$ cat src/rtl/temp.sv
// Single WIDTH-bit holding register: synchronous active-low clear, load on loadTemp, else hold.
// saida is driven straight from the flop, so it only ever moves on a rising clk edge.
module temp #(
  parameter int unsigned            WIDTH       = 16,
  parameter logic [WIDTH-1:0]       RESET_VALUE = '0
) (
  input  logic             clk,
  input  logic             reset,
  input  logic             loadTemp,
  input  logic [WIDTH-1:0] entrada,
  output logic [WIDTH-1:0] saida
);

  logic [WIDTH-1:0] stored;

  // Reset outranks load, and load outranks hold.
  always_ff @(posedge clk) begin
    if (!reset)        stored <= RESET_VALUE;
    else if (loadTemp) stored <= entrada;
  end

  assign saida = stored;

endmodule

$ cat config.mk
export PLATFORM = sky130hd
export DESIGN_NAME = temp
export DESIGN_NICKNAME = d
export VERILOG_FILES = /design/src/rtl/temp.sv
export SDC_FILE = /design/constraint.sdc
export NUM_CORES = 1
export LEC_CHECK = 0
export CAP_MARGIN = 20
export CORE_UTILIZATION = 35
export CTS_CLUSTER_DIAMETER = 40
export CTS_CLUSTER_SIZE = 14
export DETAILED_ROUTE_END_ITERATION = 6
export GPL_TIMING_DRIVEN = 0
export HOLD_SLACK_MARGIN = 0.02
export PLACE_DENSITY = 0.86
export SETUP_SLACK_MARGIN = 0.2
export SYNTH_ARGS = -nofsm -noshare
export SYNTH_HDL_FRONTEND = slang
export SYNTH_SLANG_ARGS = --single-unit
$ cat constraint.sdc
create_clock -name clk -period 1.05 [get_ports clk]
set_clock_uncertainty 0.2 [all_clocks]
set_input_delay 0.1575 -clock clk [delete_from_list [all_inputs] [get_ports clk]]
set_output_delay 0.1575 -clock clk [all_outputs]
set_load 0.03 [all_outputs]
== After elaboration in Yosys (flattened, before gate mapping) ==
Cells that the tools add are included.

* Register bits after elaboration: 16
* Output and inout port bits: 16

== Longest topological paths before layout ==
* Depth in word-level cells: 0
* Gate-level depth with buffers: 4
* Gate-level depth less buffers: 2

== Least setup slack after synthesis ==
No wires, ideal clock.

* Path type: register -> register
* Start point: register, netlist name saida[0]
* End point: register stored[0] (netlist: saida[0])
* Setup time: 0.065 ns
* Arrival time: 0.686 ns
* Required time: 0.785 ns
* Slack: 0.099 ns
* Stages on the path, launching flop included: 3
* Path buffers: 0
* Period minus slack after synthesis: 0.951 ns
* Cells stage by stage: dfxtp_1 mux2i_1 nor2b_1

{| class="wikitable"
|+ RTL lines
! item !! RTL line !! RTL
|-
| end signal, assigned || 19 || <nowiki>else if (loadTemp) stored <= entrada;</nowiki>
|-
| end, declared || 14 || <nowiki>logic [WIDTH-1:0] stored;</nowiki>
|}

== Worst setup path after layout ==
* Start point: register stored[13] (netlist: saida[13])
* End point: output port saida[13]

{| class="wikitable"
|+ RTL lines
! item !! RTL line !! RTL
|-
| end, declared || 11 || <nowiki>output logic [WIDTH-1:0] saida</nowiki>
|}

No word-level cell between the ends.

==> qor.txt <==
Internal power = 1.05 mW
CTS Sinks = 16
Final wirelength = 1260 µm
NetSw = 349 µW
Share of the synthesized area in the top cell type = 52.0%
Buf/Inv on CP = 1
Top Family by Delay on Critical Path = flip-flops
Final Hold Viols = 6
Top post-synthesis cells by area = dfxtp_1 52%, mux2i_1 26%, nor2b_1 16%, buf_12 3.3%, buf_6 1.8%
RePlAce Congestion = 0.642
Setup_tns = -0.849 ns
Sequence of cells on the critical path = buf_6
Layout area overhead = 73.6%
Max clock buf depth = 2
Sequential element share of the synthesized area = 52.0%
CP Launch Type = flip-flop
Initial antenna violation count = 0
Max reg flops = 16
Core area = 0.00158 mm²
CP Capture Type = output pin
Clock transition at path regs = 0.09 ns
Die height = 43.9 µm
Tcrit/Tclk final = 106%
Die Wd = 43.9 µm
Starting Density = 39.0%
Max Clock Freq = 899 MHz
Maximum fanout along the worst path = 2
CTS Buf Count = 3
First-pass GRT wire length = 1900 µm
Via count = 480
H-tree levels = 1
Largest net degree at the start of global routing = 11
Distinct cells, synth = 6
Worst Path Arrival = 0.76 ns
Failing checks = DRC, hold timing, setup timing
Slowest cell on crit path = dfxtp_2
Worst Tran Pin Value = 0.199 ns
Port Buf Inserts = 33
Syn Nets = 70
Clock latency on the worst-skew pair = 0.27 ns
# DRC = 2
Final HPWL from detailed placement = 922 µm
Minimum clock period = 1.11 ns
Rows = 14
GRT Util Overall = 13.6%
Comb pwr share = 23.2%
Ys async rst share = 0%
DRT Pass-1 Iters = 6
WS Path Type = reg -> out
Via density = 4.57
Hold_ws = -0.0193 ns
PD cells = 1310 mW/mm²
Commonest cells in the netlist = 16 x dfxtp_1, 16 x mux2i_1, 16 x nor2b_1
Layout Nets = 109
EDFF count, synth = 0
IO Count = 35
Routed WL per cell = 12.0 µm
Post-place setup slack = -0.470 ns
Fin worst setup slack = -0.0626 ns
Outcome = complete, but fails checks
Predominant post-synthesis flop cell = dfxtp_1
Yosys top cell by area = dfxtp_1
Setup-failing EPs final = 16
Post-Syn Area = 616 µm²
Reg power frac = 48.3%
Max stage delay on crit path = 0.35 ns
Max-cap viol count = 0
Worst slew margin = 86.7%
Unrepaired setup endpoints after global routing = true
Vias in the first global route = 451
Synth Register Bits = 16
Switching share of total power = 25.0%
Synth warn = 0
Final slew viol count = 0
Min-Delay Path Class = in -> reg
Syn avg cell area = 12.1 µm²
Leak = 0.474 nW
Diode count = 0
CTS root buf = clkbuf_4
Die footprint = 0.00193 mm²
Post-route antenna net violation count = 0
CTS tree = built
Clock Power Share = 28.5%
Share of post-route cells with drive strength above 1 = 46.1%
Drt initial violations = 7
VDD IR max = 0.751 mV
Grt ovf = 0
Gate count of the mapped netlist = 51
Worst EP required = 0.69 ns
-- cell usage in the layout (no fill, tap or decap) --
cell	Yosys	routed
mux2i_1	16	15
dlygate4sd2_1	0	1
clkdlybuf4s50_1	0	16
buf_6	1	17
clkbuf_4	0	4
dfxtp_2	0	16
clkbuf_8	0	1
nor2b_1	16	16
mux2i_2	0	1
buf_12	1	2
-- kinds of logic (layout without fill, tap and decap cells) --
logic type | Yosys count | count (layout) | synth area share, %
buf+inv | 3 | 41 | 5.69
flops | 16 | 16 | 52.0
simple gates | 16 | 16 | 16.3
mux | 16 | 16 | 26.0
-- routing by layer --
layer  track usage [%]  vias up  routed length [µm]
met5                 0        -                   0
met4              5.45        0                  34
met3              2.50        4                  40
met2              23.0       16                 632
met1              16.9      213                 555
li1                  -      247                   -
-- through the flow --
stage | cells | total power, mW | instance area (µm²) | util (%) | hold WS (ns)
global placement | 100 | 0.986 | 995 | 63.1 | 0.265
floorplan | 51 | 0.845 | 644 | - | 0.0855
detailed placement | 100 | 0.991 | 995 | 63.1 | 0.274
CTS | 105 | 1.42 | 1070 | 67.8 | -0.0244
finish | 105 | 1.40 | 1070 | 67.8 | -0.0193
global route | 105 | 1.47 | 1070 | 67.8 | -0.0181
-- what timing repair did --
action                                 in CTS  in global routing
setup endpoints to repair                  30                 24
endpoints found under the hold margin       6                  6
buffers inserted                            1                  0
cloned                                      0                  0
resized for setup                         117                  0
-- worst paths after layout --
| check | cells after the start | end | slack [ns] | from |
|---|---|---|---|---|
| worst max-delay path | 1 | saida[13] | -0.06 | saida[13]$_SDFFE_PN0P_ |
| worst min-delay path | 3 | saida[3]$_SDFFE_PN0P_ | -0.02 | loadTemp |
| worst max register to register | 3 | saida[6]$_SDFFE_PN0P_ | 0.07 | saida[6]$_SDFFE_PN0P_ |
| worst min register to register | 2 | saida[7]$_SDFFE_PN0P_ | 0.33 | saida[7]$_SDFFE_PN0P_ |
-- final cells by class --
| cell class | count | area (µm²) |
|---|---|---|
| multi-input combinational | 32 | 264 |
| clock buffer | 4 | 36.3 |
| tap | 16 | 20.0 |
| buffer | 3 | 47.5 |
| fill | 134 | 508 |
| timing repair buffer | 34 | 360 |
| sequential | 16 | 340 |
-- power groups by stage --
| stage | registers [mW] | logic (mW) | clock network [mW] |
|---|---|---|---|
| floorplan | 0.754 | 0.0908 | 0 |
| global placement | 0.679 | 0.307 | 0 |
| detailed placement | 0.681 | 0.311 | 0 |
| CTS | 0.675 | 0.327 | 0.415 |
| global route | 0.679 | 0.342 | 0.449 |
| finish | 0.675 | 0.324 | 0.397 |
Power figures use the tool's default switching activity.
